`src/rtl/id_ex_if.sv`:
```
// id_ex_if: ID-side inputs and EX-side outputs of the ID/EX pipeline register.
interface id_ex_if #(parameter int DW = 32, parameter int CNTW = 16);
  logic stall, flush, id_valid;
  logic [4:0] id_rs, id_rt, id_rd;
  logic [DW-1:0] id_data1, id_data2, id_imm, id_pc4;
  logic [9:0] id_ctrl;
  logic wb_regwrite;
  logic [4:0] wb_reg;
  logic [DW-1:0] wb_data;
  logic hazard, ex_valid;
  logic [4:0] ex_rs, ex_rt, ex_rd;
  logic [DW-1:0] ex_data1, ex_data2, ex_imm, ex_pc4;
  logic [9:0] ex_ctrl;
  logic [CNTW-1:0] bubble_cnt;
  modport master (
    output stall, flush, id_valid, id_rs, id_rt, id_rd, id_data1, id_data2, id_imm, id_pc4, id_ctrl,
           wb_regwrite, wb_reg, wb_data,
    input  hazard, ex_valid, ex_rs, ex_rt, ex_rd, ex_data1, ex_data2, ex_imm, ex_pc4, ex_ctrl, bubble_cnt
  );
  modport slave (
    input  stall, flush, id_valid, id_rs, id_rt, id_rd, id_data1, id_data2, id_imm, id_pc4, id_ctrl,
           wb_regwrite, wb_reg, wb_data,
    output hazard, ex_valid, ex_rs, ex_rt, ex_rd, ex_data1, ex_data2, ex_imm, ex_pc4, ex_ctrl, bubble_cnt
  );
endinterface

```
`src/rtl/id_ex_reg.sv`:
```
// id_ex_reg: ID/EX pipeline register with load-use bubble, stall, flush; BYPASS_WB_EN adds WB->ID data bypass.
module id_ex_reg #(
  parameter int DW   = 32,
  parameter int CNTW = 16
) (
  input logic clk,
  input logic rst,
  id_ex_if.slave p
);
  logic [DW-1:0] d1, d2;
  logic bubble;
  assign p.hazard = !p.stall && p.ex_valid && p.ex_ctrl[8] && p.ex_rt != 5'd0 && p.id_valid &&
                    (p.ex_rt == p.id_rs || p.ex_rt == p.id_rt);
  // hazard is already gated by stall, so flush is the only bubble source that overrides a hold
  assign bubble = p.flush || p.hazard;
`ifdef BYPASS_WB_EN
  assign d1 = (p.wb_regwrite && p.wb_reg != 5'd0 && p.wb_reg == p.id_rs) ? p.wb_data : p.id_data1;
  assign d2 = (p.wb_regwrite && p.wb_reg != 5'd0 && p.wb_reg == p.id_rt) ? p.wb_data : p.id_data2;
`else
  logic unused_wb;
  assign unused_wb = ^{p.wb_regwrite, p.wb_reg, p.wb_data};
  assign d1 = p.id_data1;
  assign d2 = p.id_data2;
`endif
  always_ff @(posedge clk) begin
    if (rst || bubble) begin
      p.ex_valid <= 1'b0;
      p.ex_rs    <= '0;
      p.ex_rt    <= '0;
      p.ex_rd    <= '0;
      p.ex_data1 <= '0;
      p.ex_data2 <= '0;
      p.ex_imm   <= '0;
      p.ex_pc4   <= '0;
      p.ex_ctrl  <= '0;
    end else if (!p.stall) begin
      p.ex_valid <= p.id_valid;
      p.ex_rs    <= p.id_rs;
      p.ex_rt    <= p.id_rt;
      p.ex_rd    <= p.id_rd;
      p.ex_data1 <= d1;
      p.ex_data2 <= d2;
      p.ex_imm   <= p.id_imm;
      p.ex_pc4   <= p.id_pc4;
      p.ex_ctrl  <= p.id_valid ? p.id_ctrl : 10'd0;
    end
  end
  always_ff @(posedge clk) begin
    if (rst) p.bubble_cnt <= '0;
    else if (bubble && p.bubble_cnt != '1) p.bubble_cnt <= p.bubble_cnt + 1'b1;
  end
endmodule
```
`src/flat_wrapper.sv`:
```
// flat-port wrapper written by rule: the top's interface ports become plain ports
module id_ex_reg_flat 
#(
  parameter int DW   = 32,
  parameter int CNTW = 16
)
  (clk, rst, p_stall, p_flush, p_id_valid, p_id_rs, p_id_rt, p_id_rd, p_id_data1, p_id_data2, p_id_imm, p_id_pc4, p_id_ctrl, p_wb_regwrite, p_wb_reg, p_wb_data, p_hazard, p_ex_valid, p_ex_rs, p_ex_rt, p_ex_rd, p_ex_data1, p_ex_data2, p_ex_imm, p_ex_pc4, p_ex_ctrl, p_bubble_cnt);
  id_ex_if #(.DW(DW), .CNTW(CNTW)) p_i ();
  input logic clk;
  input logic rst;
  input wire logic [$bits(p_i.stall)-1:0] p_stall;
  input wire logic [$bits(p_i.flush)-1:0] p_flush;
  input wire logic [$bits(p_i.id_valid)-1:0] p_id_valid;
  input wire logic [$bits(p_i.id_rs)-1:0] p_id_rs;
  input wire logic [$bits(p_i.id_rt)-1:0] p_id_rt;
  input wire logic [$bits(p_i.id_rd)-1:0] p_id_rd;
  input wire logic [$bits(p_i.id_data1)-1:0] p_id_data1;
  input wire logic [$bits(p_i.id_data2)-1:0] p_id_data2;
  input wire logic [$bits(p_i.id_imm)-1:0] p_id_imm;
  input wire logic [$bits(p_i.id_pc4)-1:0] p_id_pc4;
  input wire logic [$bits(p_i.id_ctrl)-1:0] p_id_ctrl;
  input wire logic [$bits(p_i.wb_regwrite)-1:0] p_wb_regwrite;
  input wire logic [$bits(p_i.wb_reg)-1:0] p_wb_reg;
  input wire logic [$bits(p_i.wb_data)-1:0] p_wb_data;
  output wire logic [$bits(p_i.hazard)-1:0] p_hazard;
  output wire logic [$bits(p_i.ex_valid)-1:0] p_ex_valid;
  output wire logic [$bits(p_i.ex_rs)-1:0] p_ex_rs;
  output wire logic [$bits(p_i.ex_rt)-1:0] p_ex_rt;
  output wire logic [$bits(p_i.ex_rd)-1:0] p_ex_rd;
  output wire logic [$bits(p_i.ex_data1)-1:0] p_ex_data1;
  output wire logic [$bits(p_i.ex_data2)-1:0] p_ex_data2;
  output wire logic [$bits(p_i.ex_imm)-1:0] p_ex_imm;
  output wire logic [$bits(p_i.ex_pc4)-1:0] p_ex_pc4;
  output wire logic [$bits(p_i.ex_ctrl)-1:0] p_ex_ctrl;
  output wire logic [$bits(p_i.bubble_cnt)-1:0] p_bubble_cnt;
  assign p_i.stall = p_stall;
  assign p_i.flush = p_flush;
  assign p_i.id_valid = p_id_valid;
  assign p_i.id_rs = p_id_rs;
  assign p_i.id_rt = p_id_rt;
  assign p_i.id_rd = p_id_rd;
  assign p_i.id_data1 = p_id_data1;
  assign p_i.id_data2 = p_id_data2;
  assign p_i.id_imm = p_id_imm;
  assign p_i.id_pc4 = p_id_pc4;
  assign p_i.id_ctrl = p_id_ctrl;
  assign p_i.wb_regwrite = p_wb_regwrite;
  assign p_i.wb_reg = p_wb_reg;
  assign p_i.wb_data = p_wb_data;
  assign p_hazard = p_i.hazard;
  assign p_ex_valid = p_i.ex_valid;
  assign p_ex_rs = p_i.ex_rs;
  assign p_ex_rt = p_i.ex_rt;
  assign p_ex_rd = p_i.ex_rd;
  assign p_ex_data1 = p_i.ex_data1;
  assign p_ex_data2 = p_i.ex_data2;
  assign p_ex_imm = p_i.ex_imm;
  assign p_ex_pc4 = p_i.ex_pc4;
  assign p_ex_ctrl = p_i.ex_ctrl;
  assign p_bubble_cnt = p_i.bubble_cnt;
  id_ex_reg #(.DW(DW), .CNTW(CNTW)) u_core (.clk(clk), .rst(rst), .p(p_i));
endmodule
```
`config.mk`:
```
export PLATFORM = sky130hd
export DESIGN_NAME = id_ex_reg_flat
export DESIGN_NICKNAME = d
export VERILOG_FILES = /design/src/rtl/id_ex_if.sv /design/src/rtl/id_ex_reg.sv /design/src/flat_wrapper.sv
export SDC_FILE = /design/constraint.sdc
export NUM_CORES = 1
export LEC_CHECK = 0
export BUFFER_PORTS_ARGS = -buffer_cell sky130_fd_sc_hd__buf_2
export CELL_PAD_IN_SITES_DETAIL_PLACEMENT = 1
export CELL_PAD_IN_SITES_GLOBAL_PLACEMENT = 1
export CORE_ASPECT_RATIO = 0.7
export CORE_MARGIN = 5
export CORE_UTILIZATION = 31
export DETAILED_ROUTE_END_ITERATION = 7
export GPL_ROUTABILITY_DRIVEN = 0
export GPL_TIMING_DRIVEN = 0
export PLACE_DENSITY_LB_ADDON = 0.25
export SLEW_MARGIN = 30
export SYNTH_ARGS = -nofsm -noshare
export SYNTH_HDL_FRONTEND = slang
export SYNTH_SLANG_ARGS = --single-unit
```
`constraint.sdc`:
```
create_clock -name clk -period 2.18 [get_ports clk]
set_input_delay 0.109 -clock clk [delete_from_list [all_inputs] [get_ports clk]]
set_output_delay 0.109 -clock clk [all_outputs]
set_load 0.05 [all_outputs]
```
---- Word-level counts from Yosys, hierarchy flattened ----
Index checks and enable logic that the tools add are counted.
word-level totals
  input port bits ......................... 196
  logic and storage cells ................. 26
  register bits ........................... 170
cells by class
  muxes and demuxes ....................... 1
  equality and inequality tests ........... 3
  reduce and logical (&&, ||, !) cells .... 11
  add/subtract/negate cells ............... 1
operators with widths
  operator               number
  $add 16x1->16 const B  1
  $ne 16x16->1 const B   1
  $eq 5x5->1             2
  $mux 10                1
  $logic_and 1x1->1      6
  $reduce_bool 5->1      1
  $logic_or 1x1->1       3
  $logic_not 1->1        1

---- Logic depth before layout (Yosys ltp) ----
Gate-level depths: netlist (run 1).
  depth after elaboration ................. 8
  depth in mapped cells ................... 8

---- Worst setup path before layout (run 1) ----
Ideal clock, no wire load.
  path kind ............................... register to register
  from .................................... register u_core.p.bubble_cnt[0]
  to ...................................... register u_core.p.bubble_cnt[7]
  setup slack ............................. -0.115 ns
  buffers on the path ..................... 2
  required time ........................... 2.057 ns
  library setup time ...................... 0.123 ns
  clock period less this slack ............ 2.295 ns
  arrival time ............................ 2.171 ns
  cell stages (with the launch flop) ...... 9
  cells stage by stage .................... dfxtp_1 ha_1 inv_1 nor4_1 and2_0 clkbuf_1 buf_6 nor3_1 mux2_1
on the way
  word-level cells in the longest chain between the ends .. 2
RTL lines
  what                                                                   line             RTL
  from (decl)                                                            id_ex_if.sv:23   output hazard, ex_valid, ex_rs, ex_rt, ex_rd, ex_data1, ex_data2, ex_imm, ex_pc4, ex_ctrl, bubble_cnt
  from (signal assigned)                                                 id_ex_reg.sv:50  else if (bubble && p.bubble_cnt != '1) p.bubble_cnt <= p.bubble_cnt + 1'b1;
  parallel branches: the longest is 2 deep, another holds $add 16x1->16  -
Several ways; the timed one is not identified.
A chain may end at the register's enable or synchronous reset.

---- Final worst setup path (run 1) ----
  from .................................... register u_core.p.ex_rt[0]
  to ...................................... register u_core.p.bubble_cnt[4]
on the way
  word-level cells in the longest chain between the ends .. 6
RTL lines
  what                            line             RTL
  from (decl)                     id_ex_if.sv:23
  from (signal assigned)          id_ex_reg.sv:39  p.ex_rt <= p.id_rt;
  $reduce_bool 5->1               id_ex_reg.sv:12  assign p.hazard = !p.stall && p.ex_valid && p.ex_ctrl[8] && p.ex_rt != 5'd0 && p.id_valid &&
  $logic_and 1x1->1 (2 in a row)  id_ex_reg.sv:12
  $logic_and 1x1->1 (*)           id_ex_reg.sv:12
  $logic_or 1x1->1 (*)            id_ex_reg.sv:15  assign bubble = p.flush || p.hazard;
  $logic_and 1x1->1 (*)           id_ex_reg.sv:50
Mark *: on every way between the ends. The rest lies on a longest branch, timed or not.

==> flow_summary.json, run 1 <==
{
  "run_status": "completed",
  "netlist_area_um2": 6390,
  "hold_path.class": "in2reg",
  "first_pass_grt_wire_length_mm": 38.5,
  "ys_top_cells_by_area": "dfxtp_1, mux2i_1, nor2_1, buf_6, clkbuf_1",
  "worst_skew_pair.late_latency_ns": 0.42,
  "die_height_um": 130,
  "finalWorstPathRequiredPeriod_ns": 2.04,
  "max_clock_freq_mhz": 489,
  "design.portCount": 367,
  "cts-buffers-inserted": 17,
  "placeableCoreArea_um2": 20500,
  "power_total_mw": 7.55,
  "setup.worst_path.class": "reg2reg",
  "drtAntennaViolNets": 0,
  "post-place-ws_ns": -0.0953,
  "final_ws_setup_ns": 0.137,
  "tritoncts_clock_tree": "yes",
  "dp_hpwl_mm": 16.9,
  "grt-ovfl-total": 0,
  "share_of_synthesized_area_occupied_by_flip_flops_and_latches_pct": 53.2,
  "buffer_ports.inserted": 328,
  "synth-seq-cells": 170,
  "path_max_fanout": 10,
  "drt-initial-drc-count": 204,
  "vias_in_the_first_global_route": 7035,
  "global_route.usage.total_pct": 20.5,
  "postRouteWirelength_mm": 24.8,
  "std_cell_rows": 44,
  "synth.most_common_cell": "dfxtp_1",
  "met1_usage_pct": 23.3,
  "fin_util_pct": 51.7,
  "yosys_warnings": 0,
  "finalHoldViolations": 0,
  "cts.repair_timing.setup_buffer_count": 0,
  "drv_cap": 0,
  "postSynthAreaPerCell_um2": 10.2,
  "antenna_cells": 0,
  "netlist-cell-type-count": 47,
  "clkTransAtPathRegs_ns": 0.07,
  "worst-endpoint-arrival_ns": 2.35,
  "postSynthNetCount": 821,
  "avgRoutedWirePerCell_um": 17.6,
  "leakagePower_nw": 5.23,
  "crit_required_ns": 2.49,
  "die_x_um": 182,
  "finClkSkew_ns": 0.0148,
  "clock_root_buffer": "clkbuf_16",
  "floorplan.initialDensity_pct": 31.2,
  "drt_pass1_iterations": 5,
  "post_drt_via_cell_ratio": 4.51,
  "final_min_period_over_clock_period_pct": 93.7,
  "grt.busiest_layer": "met2",
  "grt_start_max_net_pins": 18,
  "global_route_met2_usage_pct": 37.0,
  "tns_ns": 0,
  "synth-edff-count": 0,
  "setup-violations-final": 0,
  "nFillCells": 2370,
  "die_area_um2": 23600,
  "relative_slew_slack_pct": 41.1,
  "critical_path.endpoint_type": "flip-flop",
  "pwr_density_cell_nw_per_um2": 713,
  "irDropWorstVdd_mv": 0.489,
  "detailroute.via_count": 6372,
  "final-max-slew-violation-count": 0,
  "cts.sinks": 170,
  "final_net_count": 1321,
  "cp-start-kind": "flip-flop",
  "htree_levels": 4,
  "post-synth-top-area-fraction_pct": 53.2,
  "synth_largest_area_cell": "dfxtp_1",
  "netlist_top_cells_count": "dfxtp_1, nor2_1, mux2i_1",
  "grt_antenna_before_repair": 0,
  "syn-instance-count": 624,
  "remaining_drcs": 0,
  "groute.layer.met3.usage_pct": 7.44,
  "grt_setup_unrepaired": "no",
  "worst_slew_pin_slew_ns": 0.884,
  "clock_tree.buffer_depth": 2,
  "final_layout_size_suffix_gt1_share_pct": 34.7,
  "synth_async_sr_flop_share_pct": 0,
  "synth_flop_cell": "dfxtp_1",
  "synthToLayoutAreaGrowth_pct": 65.6
}
==> sequential cells by signal (all words and copies together) (netlist names) <==
signal               count
u_core.p.ex_ctrl        10
u_core.p.ex_rt           5
u_core.p.ex_rd           5
u_core.p.ex_imm         32
u_core.p.ex_pc4         32
u_core.p.ex_data1       32
u_core.p.ex_valid        1
u_core.p.bubble_cnt     16
u_core.p.ex_rs           5
u_core.p.ex_data2       32
==> layout by cell type, fill, tap and decap left out, drive strengths merged, types with 2 or more instances in the layout <==
| master | synthesis | layout |
|---|---|---|
| a21oi | 12 | 12 |
| mux2i | 143 | 143 |
| nand4 | 3 | 3 |
| nand2 | 12 | 12 |
| nor4 | 4 | 4 |
| buf | 14 | 339 |
| clkinvlp | 0 | 2 |
| dfxtp | 170 | 170 |
| dlygate4sd3 | 0 | 153 |
| o41ai | 3 | 3 |
| and2 | 3 | 3 |
| clkinv | 1 | 4 |
| nand3b | 2 | 2 |
| nor2b | 5 | 5 |
| clkbuf | 25 | 47 |
| nand3 | 6 | 6 |
| a21o | 2 | 2 |
| o31a | 2 | 2 |
| o21ai | 5 | 5 |
| nor3 | 3 | 3 |
| or4b | 3 | 3 |
| inv | 6 | 13 |
| mux2 | 4 | 4 |
| o31ai | 2 | 2 |
| xnor2 | 10 | 10 |
| a22oi | 10 | 10 |
| o21a | 2 | 2 |
| nor2 | 160 | 160 |
==> power breakdown <==
group          switching (mW)  internal [mW]  total [mW]
combinational           0.721          0.529        1.25
clock                    1.41           1.63        3.05
sequential             0.0541           3.20        3.25
==> final cells by class <==
| type | count | area, um2 | share of cell area [%] |
|---|---|---|---|
| flip-flops and latches | 170 | 3410 | 32.3 |
| repair buffers | 481 | 3170 | 30.0 |
| multi-input cells | 408 | 2790 | 26.4 |
| clock buffers | 19 | 433 | 4.09 |
| well taps | 276 | 345 | 3.26 |
| plain buffers | 39 | 246 | 2.33 |
| clock inverters | 13 | 153 | 1.44 |
| inverters | 7 | 26.3 | 0.248 |
==> cells by family (layout without fill, tap and decap cells) <==
family          count (synthesis)  after routing  share of synthesized area (%)
simple gates                  208            208                           13.8
flops                         170            170                           53.2
mux                           147            147                           23.1
buf+inv                        46            559                           3.84
compound gates                 42             42                           4.42
xor+xnor                       10             10                           1.37
fa+ha+maj                       1              1                          0.196
==> through the flow <==
stage	area [um2]	hold WS [ns]	std cells
after global routing	10600	0.0982	1413
after CTS	10500	0.0768	1413
after detailed placement	8390	0.348	1228
after floorplan	6400	0.253	624
after global placement	8390	0.336	1228
final	10600	0.0919	1413
==> worst max-delay path, cell delays in order (launching register included) <==
cell     delay (ns)
dfxtp_2        0.35
or4_1          0.54
o21ai_1        0.16
inv_2          0.08
a21oi_4        0.25
buf_6          0.20
nor3_1         0.07
mux2_1         0.30
==> repair_timing <==
item | CTS | global route
gates cloned | 0 | 0
endpoints found under the hold margin | 153 | 0
hold buffers | 153 | 0
pin swaps | 0 | 1
resized for setup | 3 | 22
setup endpoints to repair | 127 | 159
==> routing by layer <==
metal  wire [um]  vias to the layer above
met3        2030                       31
met4         473                        0
met1        9960                     2993
li1            -                     3127
met5           0                        -
met2       12400                      221
==> path summary, 6_finish.rpt <==
| path | from | endpoint | slack (ns) | cells past startpoint |
|---|---|---|---|---|
| min | rst | u_core.p.bubble_cnt[5]$_SDFFE_PP0P_ | 0.09 | 3 |
| max | u_core.p.ex_rt[0]$_SDFFE_PP0N_ | u_core.p.bubble_cnt[4]$_SDFFE_PP0P_ | 0.14 | 7 |
| min reg2reg | u_core.p.ex_imm[31]$_SDFFE_PP0N_ | u_core.p.ex_imm[31]$_SDFFE_PP0N_ | 0.49 | 2 |
| max reg2reg | u_core.p.ex_rt[0]$_SDFFE_PP0N_ | u_core.p.bubble_cnt[4]$_SDFFE_PP0P_ | 0.14 | 7 |
(Power assumes the default switching activity.)
==> run 2: changes to the inputs <==
--- a/config.mk
+++ b/config.mk
@@ -11,6 +11,7 @@
 export CORE_ASPECT_RATIO = 0.7
 export CORE_MARGIN = 5
 export CORE_UTILIZATION = 31
+export CTS_BUF_LIST = sky130_fd_sc_hd__clkbuf_16
 export DETAILED_ROUTE_END_ITERATION = 7
 export GPL_ROUTABILITY_DRIVEN = 0
 export GPL_TIMING_DRIVEN = 0
==> run 2 against run 1 <==
Clock power about the same. Clock skew about the same. Critical path type unchanged. Critical path depth unchanged. Via count about the same. First-iteration DRC count up 3.9%. Die area unchanged.
==> flow_summary.json, run 2 (synthesis gave the netlist of run 1 again) <==
{
  "hold_slack_ns": 0.0919,
  "run_status": "completed",
  "setup.worst_path.class": "reg2reg",
  "avgRoutedWirePerCell_um": 17.6,
  "cts-buffers-inserted": 17,
  "die_area_um2": 23600,
  "path_max_fanout": 10,
  "die_height_um": 130,
  "design.portCount": 367,
  "finalWorstPathRequiredPeriod_ns": 2.04,
  "final_layout_size_suffix_gt1_share_pct": 34.7,
  "dp_hpwl_mm": 16.9,
  "finClkSkew_ns": 0.0148,
  "std_cell_rows": 44,
  "first_pass_grt_wire_length_mm": 38.5,
  "mostFrequentLayoutCell": "buf_2",
  "setup-violations-final": 0,
  "vias_in_the_first_global_route": 7035,
  "power_total_mw": 7.54,
  "remaining_drcs": 0,
  "cts.sinks": 170,
  "critPathLaunch": "u_core.p.ex_rt[0]$_SDFFE_PP0N_",
  "final_net_count": 1321,
  "detailroute.via_count": 6377,
  "critical_path.endpoint_type": "flip-flop",
  "finalHoldViolations": 0,
  "max_clock_freq_mhz": 489,
  "clkTransAtPathRegs_ns": 0.07,
  "post-place-ws_ns": -0.0953,
  "clock_root_buffer": "clkbuf_16",
  "holdCritStartpoint": "rst",
  "floorplan.initialDensity_pct": 31.2,
  "regToRegStartpoint": "u_core.p.ex_rt[0]$_SDFFE_PP0N_",
  "drtAntennaViolNets": 0,
  "drt_pass1_iterations": 5,
  "cp-start-kind": "flip-flop",
  "slowest_stage": "or4_1",
  "leakagePower_nw": 5.24,
  "worst-endpoint-arrival_ns": 2.35,
  "tritoncts_clock_tree": "yes",
  "post_drt_via_cell_ratio": 4.51,
  "critical-path-max-stage-delay_ns": 0.54,
  "drt-initial-drc-count": 212,
  "pwr_density_cell_nw_per_um2": 713,
  "global_route.usage.total_pct": 20.5,
  "cts.repair_timing.setup_buffer_count": 0,
  "postRouteWirelength_mm": 24.8,
  "fin_cells": 1413,
  "die_x_um": 182,
  "relative_slew_slack_pct": 41.1,
  "final_min_period_over_clock_period_pct": 93.7,
  "crit_required_ns": 2.49,
  "htree_levels": 4,
  "final_ws_setup_ns": 0.136,
  "layout.cells.most_common_list": "buf_2, dfxtp_1, nor2_1",
  "grt_start_max_net_pins": 18,
  "grt-ovfl-total": 0,
  "placeableCoreArea_um2": 20500,
  "nFillCells": 2370,
  "cp_cell_sequence": "or4_1 > o21ai_1 > inv_2 > a21oi_4 > buf_6 > nor3_1 > mux2_1",
  "irDropWorstVdd_mv": 0.489,
  "worst_slew_pin_slew_ns": 0.884,
  "post-place-cells": 1228,
  "worst_skew_pair.late_latency_ns": 0.42,
  "drv_cap": 0,
  "grt_setup_unrepaired": "no",
  "hold_path.class": "in2reg",
  "buffer_ports.inserted": 328,
  "final-max-slew-violation-count": 0,
  "synthToLayoutAreaGrowth_pct": 65.6,
  "clock_tree.buffer_depth": 2,
  "antenna_cells": 0,
  "grt_antenna_before_repair": 0
}
run 2: cell types whose count changed in the layout (fill, tap and decap cells not counted), sizes merged:
cell | before | now
clkbuf | 47 | 45
inv | 13 | 15
run 2: worst paths after layout:
path	endpoint	slack (ns)	cells after the start
setup / recovery	u_core.p.bubble_cnt[4]$_SDFFE_PP0P_	0.14	7
hold / removal	u_core.p.bubble_cnt[5]$_SDFFE_PP0P_	0.09	3
setup reg to reg	u_core.p.bubble_cnt[4]$_SDFFE_PP0P_	0.14	7
hold reg to reg	u_core.p.ex_imm[31]$_SDFFE_PP0N_	0.49	2
run 2: final cells by class:
class	instances	area [um2]	area share, %
Sequential cell	170	3410	32.3
Clock inverter	15	160	1.51
Clock buffer	17	425	4.02
Timing Repair Buffer	481	3170	30.0
Tap cell	276	345	3.26
Inverter	7	26.3	0.248
Buffer	39	246	2.33
Multi-Input combinational cell	408	2790	26.4
run 2: metal layers:
| layer | track usage (%) | vias up | wire length, um |
|---|---|---|---|
| met5 | 0 | - | 0 |
| met4 | 5.43 | 0 | 473 |
| met3 | 7.44 | 31 | 2030 |
| met2 | 37.0 | 219 | 12400 |
| met1 | 23.3 | 3000 | 9970 |
| li1 | - | 3127 | - |
run 2: per-stage QoR:
stage | utilization (%) | instance area, um2 | setup TNS [ns]
CTS | 51.4 | 10500 | 0
detailed placement | 41.0 | 8390 | -3.56
global route | 51.7 | 10600 | 0
finish | 51.7 | 10600 | 0
floorplan | - | 6400 | 0
global placement | 41.0 | 8390 | -0.600
run 2: timing repair:
item	4_1_cts	5_1_grt
hold buffers	153	0
hold endpoints to repair	153	0
setup endpoints to repair	127	159
gates cloned	0	0
resized for setup	3	22
pin swaps	0	1
run 2: critical path, delay by kind of cell (launching register included):
family                 cells  cell delay [ns]
DFF                        1             0.35
and+or+nand+nor            2             0.61
AOI/OAI and AO/OA          2             0.41
buffers and inverters      2             0.28
muxes                      1             0.30
run 2: where the power goes:
| group | total [mW] | internal, mW | switching (mW) |
|---|---|---|---|
| combinational | 1.25 | 0.529 | 0.721 |
| clock | 3.04 | 1.62 | 1.42 |
| sequential | 3.25 | 3.20 | 0.0541 |
| total | 7.54 | 5.35 | 2.19 |
==> run 3: changes to the inputs <==
--- a/config.mk
+++ b/config.mk
@@ -16,6 +16,7 @@
 export GPL_ROUTABILITY_DRIVEN = 0
 export GPL_TIMING_DRIVEN = 0
 export PLACE_DENSITY_LB_ADDON = 0.25
+export SETUP_SLACK_MARGIN = 0.5
 export SLEW_MARGIN = 30
 export SYNTH_ARGS = -nofsm -noshare
 export SYNTH_HDL_FRONTEND = slang
==> run 3 against run 2 <==
First-iteration DRC count fell by 27%. Fmax rose by 1.4%. Final cell count increased by 1.3%. Sequential cell count unchanged. Global-route usage rose by 0.39 points. Core utilization increased by 2.0 points. Cell area increased by 3.8%. Clock power about the same. Sequential share of layout area is 0.69 points lower. Critical path type unchanged.
==> flow_summary.json, run 3 (synthesis gave the netlist of run 1 again) <==
{
  "die_area_um2": 23600,
  "cp-start-kind": "flip-flop",
  "power_total_mw": 7.56,
  "mostFrequentLayoutCell": "buf_2",
  "grt-ovfl-total": 0,
  "p_switching_mw": 2.28,
  "remaining_drcs": 0,
  "finalWorstPathRequiredPeriod_ns": 2.02,
  "grt_setup_unrepaired": "yes",
  "cts.sinks": 170,
  "finalHoldViolations": 0,
  "power.switching_fraction_pct": 30.1,
  "postRouteWirelength_mm": 25.9,
  "worst-endpoint-arrival_ns": 2.32,
  "p_int_mw": 5.29,
  "clkTransAtPathRegs_ns": 0.07,
  "floorplan.initialDensity_pct": 31.2,
  "dp_hpwl_mm": 16.9,
  "drv_cap": 0,
  "final-max-slew-violation-count": 0,
  "setup.worst_path.class": "reg2reg",
  "irDropWorstVdd_mv": 0.476,
  "min_delay_path_depth": 3,
  "crit_required_ns": 2.49,
  "final_layout_size_suffix_gt1_share_pct": 39.1,
  "detailroute.via_count": 6523,
  "die_x_um": 182,
  "global_route.usage.total_pct": 20.9,
  "design.portCount": 367,
  "drt_pass1_iterations": 4,
  "vias_in_the_first_global_route": 7075,
  "placeableCoreArea_um2": 20500,
  "cts-buffers-inserted": 17,
  "worst_slew_pin_slew_ns": 0.789,
  "clock_root_buffer": "clkbuf_16",
  "pwr-share-clk_pct": 39.8,
  "worst-r2r-cell-count": 7,
  "layout.cells.most_common_list": "buf_2, nor2_1, dlygate4sd3_1",
  "hold_slack_ns": 0.0763,
  "grt_start_max_net_pins": 19,
  "logic_gate_share_of_total_power_pct": 17.4,
  "drt-initial-drc-count": 154,
  "avgRoutedWirePerCell_um": 18.1,
  "std_cell_rows": 44,
  "die_height_um": 130,
  "relative_slew_slack_pct": 47.4,
  "final_net_count": 1336,
  "drtAntennaViolNets": 0,
  "synthToLayoutAreaGrowth_pct": 71.8,
  "htree_levels": 4,
  "post_drt_via_cell_ratio": 4.56,
  "finClkSkew_ns": 0.0143,
  "hold_path.class": "in2reg",
  "setup-violations-final": 0,
  "leakagePower_nw": 5.39,
  "total_cell_area_at_the_placement_stage_um2": 8580,
  "grt_antenna_before_repair": 3,
  "path_max_fanout": 8,
  "tns_ns": 0,
  "buffer_ports.inserted": 328,
  "power.sequential.fraction_pct": 42.9,
  "critical_path.endpoint_type": "flip-flop",
  "worst_skew_pair.late_latency_ns": 0.43,
  "first_pass_grt_wire_length_mm": 39.2,
  "max_clock_freq_mhz": 496,
  "tritoncts_clock_tree": "yes",
  "fin_area_um2": 11000,
  "pwr_density_cell_nw_per_um2": 688,
  "final_min_period_over_clock_period_pct": 92.5,
  "clock_tree.buffer_depth": 2,
  "nFillCells": 2377,
  "run_status": "completed"
}
[run 3: final cells by class]
class	instances	area (um2)	area share, %
Clock inverter	15	150	1.37
Sequential cell	170	3470	31.6
Multi-Input combinational cell	408	2940	26.7
Tap cell	276	345	3.14
Inverter	7	26.3	0.239
Clock buffer	17	425	3.87
Buffer	39	315	2.87
Timing Repair Buffer	496	3310	30.1
Antenna cell	3	7.51	0.0683
[run 3: timing repair]
item / in CTS / in global routing
gates resized for setup: 16 / 16
endpoints found under the setup margin: 171 / 171
buffers inserted: 11 / 3
hold buffers: 153 / 0
pin swaps: 7 / 14
hold endpoints to repair: 153 / 0
gates cloned: 0 / 1
[run 3: per-layer routing]
metal / vias to the layer above / GRT usage [%] / share of wire, %
li1: 3154 / - / -
met1: 3128 / 24.4 / 42
met2: 198 / 37.6 / 50
met3: 39 / 5.71 / 6.3
met4: 4 / 6.97 / 2.3
met5: - / 0 / 0.10
[run 3: path summary, 6_finish.rpt]
kind                                                           start                              endpoint  slack [ns]
worst max-delay path                  u_core.p.ex_rt[2]$_SDFFE_PP0N_   u_core.p.bubble_cnt[5]$_SDFFE_PP0P_        0.16
worst min-delay path                                         p_flush   u_core.p.bubble_cnt[9]$_SDFFE_PP0P_        0.08
worst max register to register        u_core.p.ex_rt[2]$_SDFFE_PP0N_   u_core.p.bubble_cnt[5]$_SDFFE_PP0P_        0.16
worst min register to register  u_core.p.bubble_cnt[11]$_SDFFE_PP0P_  u_core.p.bubble_cnt[11]$_SDFFE_PP0P_        0.48
[run 3: power groups by stage]
stage | Clock, mW | Sequential, mW | Combinational [mW]
6_report | 3.01 | 3.24 | 1.31
5_1_grt | 3.22 | 3.25 | 1.40
3_3_place_gp | 0 | 3.30 | 1.02
2_1_floorplan | 0 | 3.63 | 0.359
3_5_place_dp | 0 | 3.31 | 1.03
4_1_cts | 3.07 | 3.24 | 1.28
[run 3: critical path, stage by stage, from the launching register on]
cell and delay (ns):
dfxtp_4 0.36, or4_4 0.54, o21ai_2 0.14, inv_2 0.07, a21oi_4 0.23, buf_6 0.19
nor4_2 0.06, mux2_1 0.31
[run 3: stage by stage]
| stage | setup WS (ns) | cells | utilization (%) |
|---|---|---|---|
| finish | 0.164 | 1431 | 53.6 |
| floorplan | 0.271 | 624 | - |
| detailed placement | -0.0904 | 1228 | 41.9 |
| global route | 0.110 | 1429 | 53.6 |
| CTS | 0.121 | 1424 | 53.0 |
| global placement | -0.0594 | 1228 | 41.9 |
